### src/rtl/ripple_capture.sv
// ---------------------------------------------------------------------------
// ripple_capture
//
// Consumes the four outputs of an asynchronous 4-bit ripple counter and turns
// them into a clean, extended count in the clk domain.
//   1. A 2-flop synchroniser brings {q3,q2,q1,q0} into the clk domain.
//   2. A small filter FSM accepts a new nibble only after it has been seen
//      STABLE_CYCLES times in a row. This rejects the transient codes a
//      ripple counter shows while its bits settle.
//   3. Every accepted nibble that is lower than the previous one counts as a
//      wrap. The wrap count forms the upper CNT_W-4 bits of the output.
//   4. Each accepted value is offered on a valid/ready output, together with
//      an overrun flag and a compare match pulse.
//
// Build option:
//   RIPPLE_STEP_CHECK_EN  when defined, step_err pulses at a commit whose
//                         nibble is not the previous nibble + 1 (mod 16).
//                         When undefined, step_err is tied to 0.
//
// Parameters:
//   CNT_W          extended count width (>= 5); low 4 bits are the nibble
//   STABLE_CYCLES  consecutive equal synced samples to accept a nibble (>= 1)
//
// Ports:
//   clk        system clock, rising edge
//   rst        asynchronous active-low reset
//   q0..q3     ripple counter bits (async to clk), q0 = LSB
//   clr        synchronous clear of the wrap count, ovf and output; the
//              accepted nibble becomes the current synced nibble
//   match_val  compare value for match
//   out_ready  consumer ready
//   out_valid  out_count holds an unconsumed update
//   out_count  extended count {wraps, nibble}
//   match      1-cycle pulse when a committed count equals match_val
//   ovf        sticky: an update was overwritten before it was consumed
//   step_err   1-cycle pulse on an illegal step (build option only)
//   fsm_state  filter FSM state for observation (0 WAIT, 1 SETTLE, 2 COMMIT)
//
// Handshake: a transfer happens on a rising edge where out_valid and
// out_ready are both 1. out_valid then drops unless a new commit lands on the
// same edge. A commit always loads out_count and raises out_valid. If the
// previous value was still pending (out_valid && !out_ready), ovf is set.
// out_count is held while out_valid is 0.
// ---------------------------------------------------------------------------
module ripple_capture #(
  parameter int CNT_W         = 8,
  parameter int STABLE_CYCLES = 2
) (
  input  logic             clk,
  input  logic             rst,
  input  logic             q0,
  input  logic             q1,
  input  logic             q2,
  input  logic             q3,
  input  logic             clr,
  input  logic [CNT_W-1:0] match_val,
  input  logic             out_ready,
  output logic             out_valid,
  output logic [CNT_W-1:0] out_count,
  output logic             match,
  output logic             ovf,
  output logic             step_err,
  output logic [1:0]       fsm_state
);

  localparam int WRAP_W = CNT_W - 4;
  // The sample counter must be able to hold values up to STABLE_CYCLES.
  localparam int SW = (STABLE_CYCLES > 1) ? $clog2(STABLE_CYCLES + 1) : 1;
  localparam logic [SW-1:0] STAB_LAST = SW'(STABLE_CYCLES - 1);

  typedef enum logic [1:0] {
    ST_WAIT   = 2'd0,
    ST_SETTLE = 2'd1,
    ST_COMMIT = 2'd2
  } state_t;

  state_t            state;
  logic [3:0]        sync1;
  logic [3:0]        sync2;
  logic [3:0]        sn;
  logic [3:0]        acc;
  logic [3:0]        cand;
  logic [SW-1:0]     stab;
  logic [WRAP_W-1:0] wrap;
  logic [WRAP_W-1:0] wrap_next;
  logic [CNT_W-1:0]  count_next;

  assign fsm_state = state;
  assign sn        = sync2;

  // Two-stage synchroniser. Individual bits may resolve on different cycles.
  // The filter below absorbs the resulting transient codes.
  always_ff @(posedge clk or negedge rst) begin
    if (!rst) begin
      sync1 <= '0;
      sync2 <= '0;
    end else begin
      sync1 <= {q3, q2, q1, q0};
      sync2 <= sync1;
    end
  end

  // Any decrease of the accepted nibble counts as one wrap. This covers the
  // case where the counter skips past 15 between two samples.
  always_comb begin
    wrap_next  = wrap;
    if (cand < acc) begin
      wrap_next = wrap + 1'b1;
    end
    count_next = {wrap_next, cand};
  end

  always_ff @(posedge clk or negedge rst) begin
    if (!rst) begin
      state     <= ST_WAIT;
      acc       <= '0;
      cand      <= '0;
      stab      <= '0;
      wrap      <= '0;
      out_count <= '0;
      out_valid <= 1'b0;
      match     <= 1'b0;
      ovf       <= 1'b0;
`ifdef RIPPLE_STEP_CHECK_EN
      step_err  <= 1'b0;
`endif
    end else begin
      match    <= 1'b0;
`ifdef RIPPLE_STEP_CHECK_EN
      step_err <= 1'b0;
`endif
      if (clr) begin
        // Clear wins over a commit on the same edge. Re-basing acc on the
        // present synced nibble avoids a spurious commit right afterwards.
        state     <= ST_WAIT;
        acc       <= sn;
        cand      <= sn;
        stab      <= '0;
        wrap      <= '0;
        out_count <= '0;
        out_valid <= 1'b0;
        ovf       <= 1'b0;
      end else begin
        case (state)
          ST_WAIT: begin
            if (sn != acc) begin
              cand  <= sn;
              stab  <= SW'(1);
              state <= (STABLE_CYCLES == 1) ? ST_COMMIT : ST_SETTLE;
            end
          end
          ST_SETTLE: begin
            if (sn != cand) begin
              if (sn == acc) begin
                // Glitch back to the accepted value: nothing to report.
                state <= ST_WAIT;
              end else begin
                cand <= sn;
                stab <= SW'(1);
              end
            end else if (stab >= STAB_LAST) begin
              state <= ST_COMMIT;
            end else begin
              stab <= stab + 1'b1;
            end
          end
          ST_COMMIT: begin
            state <= ST_WAIT;
          end
          default: begin
            state <= ST_WAIT;
          end
        endcase

        if (state == ST_COMMIT) begin
          acc       <= cand;
          wrap      <= wrap_next;
          out_count <= count_next;
          out_valid <= 1'b1;
          match     <= (count_next == match_val);
          if (out_valid && !out_ready) begin
            ovf <= 1'b1;
          end
`ifdef RIPPLE_STEP_CHECK_EN
          step_err <= (cand != 4'(acc + 4'd1));
`endif
        end else if (out_valid && out_ready) begin
          out_valid <= 1'b0;
        end
      end
    end
  end

`ifndef RIPPLE_STEP_CHECK_EN
  assign step_err = 1'b0;
`endif

endmodule

### config.mk
export PLATFORM = sky130hd
export DESIGN_NAME = ripple_capture
export DESIGN_NICKNAME = d
export VERILOG_FILES = /design/src/rtl/ripple_capture.sv
export SDC_FILE = /design/constraint.sdc
export NUM_CORES = 1
export LEC_CHECK = 0
export CAP_MARGIN = 20
export CORE_UTILIZATION = 32
export CTS_CLUSTER_DIAMETER = 30
export DETAILED_ROUTE_END_ITERATION = 16
export MAX_ROUTING_LAYER = met4
export SETUP_SLACK_MARGIN = 0.5
export SLEW_MARGIN = 20
export SYNTH_ARGS = -nofsm -noshare
export SYNTH_HDL_FRONTEND = slang
export SYNTH_SLANG_ARGS = --single-unit
### constraint.sdc
create_clock -name clk -period 2.6 [get_ports clk]
set_clock_uncertainty 0.1 [all_clocks]
set_input_delay 0.52 -clock clk [delete_from_list [all_inputs] [get_ports clk]]
set_output_delay 0.52 -clock clk [all_outputs]
set_load 0.1 [all_outputs]
* After elaboration in Yosys (flattened, before gate mapping)
Cells that the tools add are included.
** Operators by class
- Add/subtract/negate cells :: 2
- Magnitude comparators :: 2
- Equal/unequal tests :: 13
- Mux-type cells :: 31
- Reductions and logical operators :: 12
** Operator list (count)
- 4-bit 2-to-1 mux :: 9
- 2-bit 2-to-1 mux :: 9
- 8-bit 2-to-1 mux :: 2
- 4-bit inequality test (second input constant) :: 4
- 3-bit inequality test (second input constant) :: 3
- 8-bit == test :: 1
- 1-bit 2-to-1 mux :: 8
- 4-bit inequality test :: 2
- 2-bit one-hot mux with 2 select lines :: 2
- 4-bit one-hot mux with 2 select lines :: 1
- 4-bit AND reduction :: 2
- 3-bit nonzero test :: 2
- 4-bit by 1-bit adder with 4-bit output (second input constant) :: 1
- 4-bit == test :: 1
- 4-bit < comparator :: 1
- 2-bit nonzero test :: 2
- 3-bit AND reduction :: 1
- 2-bit by 1-bit adder with 2-bit output (second input constant) :: 1
- 2-bit by 1-bit == test with 1-bit output (second input constant) :: 1
- 2-bit == test (second input constant) :: 1
- 2-bit by 1-bit greater-or-equal comparator with 1-bit output (second input constant) :: 1
- 1-bit logical AND :: 2
- 2-bit logical NOT :: 1
- 2-bit AND reduction :: 1
- 1-bit logical NOT :: 1
** Storage, ports and cells
- Register bits :: 35
- Input port bits :: 16
- Output and inout port bits :: 14
- Logic and storage cells :: 71

* Logic depth before layout (Yosys ltp)
Gate-level depths: netlist (run 1).
- Depth in word-level cells :: 5
- Mapped depth :: 7
- Gate-level depth less buffers :: 7

* Worst setup path before layout (run 1)
Ideal clock, no wire load.
- Kind :: register to register
- From :: register, netlist name out_count[4]
- To :: register match
- Setup time :: 111 ps
- Arrival time :: 1965 ps
- Data required time :: 2389 ps
- Path slack :: 423 ps
- Stages on the path, launching flop included :: 6
- Path buffers :: 0
- Period minus slack after synthesis :: 2177 ps
- Path through :: dfrtp_1 -> ha_1 -> nor4_1 -> a31oi_1 -> a2bb2oi_1 -> a2111oi_2
** RTL lines
- to (signal assigned) :: line 180 : match <= (count_next == match_val);
- to (decl) :: line 60 : output logic match,

* Final worst setup path (run 1)
- From :: register cand[0]
- To :: register stab[0]
** On the way
- Cells in the longest elaborated chain, start to end :: 4
- Elaborated cells on any way between the ends :: 7
- Classes of those cells :: eq/ne: 3; mux: 3; reduce/logical: 1
** Ends and longest elaborated chain
- from (decl) :: line 82 : logic [3:0] cand;
- from (signal assigned) :: line 137 : cand <= sn;
- from (signal assigned) :: line 147 : cand <= sn;
- from (signal assigned) :: line 158 : cand <= sn;
- 4-bit inequality test * :: line 153 : if (sn != cand) begin
- 2-bit 2-to-1 mux :: line 153
- 2-bit one-hot mux with 2 select lines :: line 144 : case (state)
- 2-bit 2-to-1 mux :: line 132 : if (clr) begin
- to (signal assigned) :: line 164 : stab <= stab + 1'b1;
- to (decl) :: line 83 : logic [SW-1:0] stab;
Every way passes the cells marked *; elsewhere a longest branch is shown, timed or not.
A chain may end at the register's enable or synchronous reset.

==> out/metrics.cfg, run 1 <==
[outcome]
outcome=completed

[placed_design]
gp_congestion=0.8205
portBuffers=28
place_ws_ns=0.2694
dpl-instance-area_mm2=0.001909
dpl.hpwl_um=2471

[setup_path]
cp.required_ns=2.66
r2r_end=stab[0]
cp.depth=5
worstPathArrival_ns=2.10
critPathTopFamily=simple AND/OR/NAND/NOR gates
cp-start-kind=register
cp_max_fo=5
crit_chain=xor2_1 > nor4_2 > nand4b_1 > o211ai_1 > mux2_1
r2r_cells=5
slowest_delay_ns=0.49
slowest_stage=nor4_2
endpoint_kind=register
r2r-start=cand[0]
crit_buf_inv=0
critical_path_class=reg -> reg
reg2reg_slack_ns=0.56

[finish]
final_common_cell=dfrtp_1
nets=205
drive_gt1_share_pct=22.16
antennaDiodeCount=0
finalInstanceArea_mm2=0.002043
area_growth_pct=29.09
mostFrequentLayoutCells=dfrtp_1, buf_4, nand2_1

[yosys]
yosys_warnings=0
synth-seq-cells=31
syn_nets=170
syn_inst=149
yosysSeqAreaShare_pct=49.01
avgSynthCellArea_um2=10.62
ys_types=38
syn-cell-area_mm2=0.001583

[grt]
grt_pass1_vias=1197
grt.overflow.total=0
grtUsageTotal_pct=15.00
grt_max_degree=32
antenna_found_initial=0
grt_first_pass_wirelength_um=5692

[min_path]
holdPathEnd=sn[1]
hold_depth=0
hold_path_class=reg -> reg
hold_start=sync1[1]

[floorplan]
die-area_mm2=0.005232
num_rows=25
core_region_area_mm2=0.004755
die_height_um=72.33
io_pins=30
start_util_pct=33.29
die_width_um=72.33

[clock_tree]
cts.root.buffer_cell=clkbuf_8
clkLatencyLatePin_ns=0.28
clockBufferDepth=2
cts-htree-levels=2
cts.sinks=31
cts.clk_slew.worst_paths_ns=0.07
cts_tree=done
cts_buffers=5

[timing]
slew_headroom_pct=66.34
worst_slack_ns=0.5598
period_share_pct=78.47
hold_viol=0
whs_ns=0.2474
rsz0062_at_grt=yes
setup_violations=0
fmax_mhz=490.1
fin_tns_setup_ns=0
slew_violations=0
fin_crit_ns=2.040
tightest_slew_ns=0.5030

[drt]
drt-wirelength-per-cell_um=13.52
vias_per_cell=4.778
vias=1204
first_pass_iters=4
drcViolationCount=0
wirelength_um=3407
detail-route-antenna-nets=0
drtIter0Drc=189

[power]
leakagePower_nw=0.9135
power_density_mw_per_mm2=524.5
vdd_drop_max_mv=0.2894
power.total_mw=1.072

[run]
drv_cap=0

-- repair_timing --
action                                  4_1_cts  5_1_grt
hold endpoints to repair                      0        0
pin swaps                                     1        0
endpoints found under the setup margin        6        8
resized for setup                             2        4
gates cloned                                  0        0
hold buffers                                  0        0
buffers inserted                              1        2
-- flip-flops by register name, indices dropped and copies added (netlist names), 2 cells and up --
| signal | cells |
|---|---|
| acc | 4 |
| cand | 4 |
| fsm_state | 2 |
| out_count | 8 |
| sn | 4 |
| stab | 2 |
| sync1 | 4 |
-- synth_stat cells, drive strengths merged --
| master | instances | area, um2 |
|---|---|---|
| nand4b | 1 | 8.760 |
| nor4 | 4 | 37.53 |
| o21ba | 1 | 10.01 |
| o211ai | 3 | 22.52 |
| and3 | 1 | 6.260 |
| dfrtp | 31 | 775.7 |
| conb | 1 | 3.750 |
| nand3 | 2 | 10.01 |
| nand2 | 16 | 60.06 |
| ha | 5 | 62.56 |
| nand2b | 2 | 20.02 |
| o21ai | 1 | 5.000 |
| o22ai | 1 | 6.260 |
| xor2 | 13 | 113.9 |
| buf | 1 | 7.510 |
| clkbuf | 4 | 15.01 |
| o2bb2ai | 1 | 8.760 |
| nand4 | 1 | 6.260 |
| a21o | 4 | 30.03 |
| o21a | 2 | 15.01 |
| a31oi | 2 | 12.51 |
| mux2 | 5 | 56.30 |
| a21oi | 11 | 55.05 |
| xnor2 | 6 | 52.55 |
| mux2i | 2 | 20.02 |
| a41oi | 1 | 8.760 |
| inv | 9 | 33.78 |
| nor2 | 12 | 47.55 |
| a2bb2oi | 1 | 8.760 |
| nor3 | 1 | 5.000 |
| a2111oi | 3 | 51.30 |
| nor2b | 1 | 6.260 |
-- per-stage QoR --
stage / util, % / cells
floorplan: - / 149
detailed placement: 40.16 / 241
CTS: 42.24 / 250
finish: 42.97 / 252
global placement: 40.16 / 241
global route: 42.97 / 252
-- routing by layer --
layer	vias up	track usage, %	wire, um
met5	-	-	0
met1	585	16.36	1429
met3	6	4.444	144
met2	29	25.44	1776
li1	584	-	-
met4	0	6.318	56
-- kinds of logic (layout without fill, tap and decap cells) --
family | after synthesis | after routing | share of synthesized area [%]
buffers and inverters | 14 | 50 | 3.557
AND/OR/NAND/NOR | 41 | 41 | 13.12
adder cells (fa/ha/maj) | 5 | 5 | 3.953
AO/OA/AOI/OAI | 31 | 31 | 14.78
other | 1 | 1 | 0.2369
multiplexers | 7 | 7 | 4.822
XOR/XNOR | 19 | 19 | 10.51
flip-flops | 31 | 31 | 49.01
-- how the worst max path moves through the flow --
stage / start / endpoint / slack [ns]
after floorplan: out_count[6] / match / 0.44
after global placement: clr / stab[0] / 0.36
after detailed placement: clr / stab[0] / 0.27
after CTS: cand[1] / match / 0.52
after global routing: sn[0] / stab[0] / 0.46
final: cand[0] / stab[0] / 0.56
-- report_power, final --
group	switching [mW]	internal (mW)
sequential	0.0248	0.503
combinational	0.107	0.0878
clock	0.162	0.187
total	0.293	0.778
-- layout make-up --
cell class,instances,area [um2]
clock inverter,1,5.005
clock buffer,7,76.32
tap,67,83.83
timing repair buffer,33,287.8
multi-input combinational,104,777.0
sequential,31,779.5
inverter,9,33.78
fill,467,2711
Note: power is estimated with default switching activity, not from simulation.
==> inputs of run 2 (changes only) <==
==> constraint.sdc (replaced) <==
create_clock -name clk -period 1.75 [get_ports clk]
set_clock_uncertainty 0.1 [all_clocks]
set_input_delay 0.35 -clock clk [delete_from_list [all_inputs] [get_ports clk]]
set_output_delay 0.35 -clock clk [all_outputs]
set_load 0.1 [all_outputs]
==> run 2 against run 1 <==
The run now ends with setup timing left; sequential power grew 48%; die area is the same; total power grew 65%; sequential share of layout area shrank 9.1 points; worst hold slack lost 0.00090 ns.
==> out/metrics.cfg, run 2 (synthesis gave the netlist of run 1 again) <==
[drt]
wirelength_um=4284  ; was 3407 um
detail-route-antenna-nets=0  ; unchanged
vias_per_cell=4.729  ; was 4.778
met1_length_um=1735  ; was 1429 um
met2_length_um=2268  ; was 1776 um
wl_met3_um=170  ; was 144 um
maxUsedRoutingLayer=met4  ; unchanged
drtIter0Drc=74  ; was 189
drcViolationCount=0  ; unchanged
drt-wirelength-per-cell_um=14.52  ; was 13.52 um
vias=1395  ; was 1204
first_pass_iters=4  ; unchanged

[clock_tree]
cts.sinks=31  ; unchanged
cts.clk_slew.worst_paths_ns=0.07  ; about the same
clockBufferDepth=2  ; unchanged
cts_tree=done  ; unchanged
cts-htree-levels=2  ; unchanged
clkLatencyLatePin_ns=0.28  ; about the same
cts.root.buffer_cell=clkbuf_8  ; unchanged
cts_buffers=5  ; unchanged
postCtsHoldBufs=0  ; unchanged

[timing]
period_share_pct=112.6  ; was 78.47%
worst_slack_ns=-0.2199  ; was 0.5598 ns
hold_viol=0  ; unchanged
fmax_mhz=507.6  ; was 490.1 MHz
rsz0062_at_grt=yes  ; unchanged
fin_crit_ns=1.970  ; was 2.040 ns
slew_violations=0  ; unchanged
setup_violations=10  ; was 0
fin_tns_setup_ns=-1.221  ; was 0 ns

[grt]
antenna_found_initial=0  ; unchanged
grtUsageTotal_pct=17.65  ; was 15.00%
grt.overflow.total=0  ; unchanged
grt_first_pass_wirelength_um=6706  ; was 5692 um
grt_max_degree=32  ; unchanged
grt_pass1_vias=1412  ; was 1197

[power]
power.total_mw=1.772  ; was 1.072 mW
vdd_drop_max_mv=0.3994  ; was 0.2894 mV
p_clk_share_pct=30.3  ; was 32.6%
power_switching_mw=0.5032  ; was 0.2934 mW
p_int_mw=1.269  ; was 0.7782 mW
power_frac_seq_pct=44.1  ; was 49.3%
comb_power_share_pct=25.7  ; was 18.1%
leakagePower_nw=1.198  ; was 0.9135 nW
power_density_mw_per_mm2=642.4  ; was 524.5 mW/mm2
swShare_pct=28.39  ; was 27.38%

[finish]
mostFrequentLayoutCells=buf_4, dfrtp_1, buf_6, clkdlybuf4s50_1, buf_12  ; was dfrtp_1, buf_4, nand2_1
final_common_cell=buf_4  ; was dfrtp_1
largest_reg_flops=8  ; unchanged
top_register=out_count  ; unchanged
fillers=401  ; was 467
nets=248  ; was 205
utilization_pct=58.03  ; was 42.97%
final_cell_count_no_fill=295  ; was 252
drive_gt1_share_pct=52.63  ; was 22.16%
area_growth_pct=74.31  ; was 29.09%
antennaDiodeCount=0  ; unchanged

[setup_path]
r2r_cells=9  ; was 5
critical_path_class=reg -> reg  ; unchanged
crit_buf_inv=4  ; was 0
crit_path_start=cand[1]  ; was cand[0]
endpoint_kind=register  ; unchanged
worstPathArrival_ns=2.04  ; was 2.10 ns
r2r-start=cand[1]  ; was cand[0]
reg2reg_slack_ns=-0.22  ; was 0.56 ns
slowest_delay_ns=0.40  ; was 0.49 ns
cp.required_ns=1.82  ; was 2.66 ns
cp-start-kind=register  ; unchanged
slowest_stage=dfrtp_1  ; was nor4_2
cp_max_fo=3  ; was 5
crit_chain=buf_6 > xor2_2 > nor4_2 > buf_4 > nand4b_1 > o211ai_1 > buf_4 > buf_6 > o2bb2ai_2  ; was xor2_1 > nor4_2 > nand4b_1 > o211ai_1 > mux2_1
critPathTopFamily=buffers and inverters  ; was simple AND/OR/NAND/NOR gates
r2r_end=stab[1]  ; was stab[0]

[floorplan]
die_height_um=72.33  ; unchanged
die_width_um=72.33  ; unchanged
die-area_mm2=0.005232  ; unchanged
io_pins=30  ; unchanged
num_rows=25  ; unchanged
core_region_area_mm2=0.004755  ; unchanged
start_util_pct=33.29  ; unchanged

[placed_design]
dpl.hpwl_um=2639  ; was 2471 um
portBuffers=28  ; unchanged
place_ws_ns=-0.2262  ; was 0.2694 ns
dp_cells=266  ; was 241
gp_congestion=0.8689  ; was 0.8205

[min_path]
hold_path_class=reg -> reg  ; unchanged
hold_start=sync1[1]  ; unchanged
hold_depth=0  ; unchanged
holdPathEnd=sn[1]  ; unchanged

[outcome]
outcome=finished, violations left  ; was completed
violations=setup timing

[run]
drv_cap=0  ; unchanged

-- run 2: changes by cell type in the layout (fill, tap and decap cells not counted), sizes merged --
| cell | change |
|---|---|
| buf | +43 |
| clkbuf | +1 |
| clkdlybuf4s50 | +1 |
| clkinv | -1 |
| dlymetal6s2s | -1 |
-- run 2: metal layers --
metal	track usage [%]	vias to the layer above
li1	-	669
met1	20.04	679
met2	28.87	34
met3	4.583	13
met4	8.715	0
met5	-	-
-- run 2: power groups by stage --
stage               sequential [mW]  combinational [mW]  clock (mW)
detailed placement            0.793               0.344           0
CTS                           0.779               0.391       0.550
floorplan                     0.814               0.170           0
global placement              0.791               0.337           0
finish                        0.781               0.455       0.537
global route                  0.784               0.488       0.588
-- run 2: timing repair --
action / CTS / global route
resized for setup: 29 / 23
pin swaps: 16 / 13
gates cloned: 1 / 0
setup buffers: 12 / 8
endpoints found under the setup margin: 31 / 35
-- run 2: worst register-to-register path, delay by kind of cell, from the launching register on --
family | cells | cell delay (ns)
xor gates and xnor gates | 1 | 0.17
buffers and inverters | 4 | 0.56
DFF | 1 | 0.40
and+or+nand+nor | 2 | 0.39
AOI/OAI and AO/OA | 2 | 0.24
-- run 2: area by class of cell --
| class | instances | area [um2] | area share (%) |
|---|---|---|---|
| sequential | 31 | 800.8 | 29.02 |
| multi-input combinational | 104 | 923.4 | 33.47 |
| timing repair buffer | 76 | 834.6 | 30.25 |
| inverter | 9 | 36.28 | 1.315 |
| tap | 67 | 83.83 | 3.039 |
| clock buffer | 8 | 80.08 | 2.902 |
-- run 2: worst max-delay path by stage --
stage          endpoint  slack (ns)  depth (start not counted)
3_3_place_gp      match       -0.19                          6
3_5_place_dp      match       -0.23                          6
5_1_grt         stab[0]       -0.30                          6
2_1_floorplan     match       -0.12                          5
4_1_cts         stab[0]       -0.14                          6
6_report        stab[1]       -0.22                          9
-- run 2: stage by stage --
step                hold WS [ns]  instance area [um2]
floorplan               -0.04559                 1667
global placement          0.2323                 2326
detailed placement        0.2347                 2326
CTS                       0.2476                 2597
global route              0.2658                 2759
finish                    0.2465                 2759
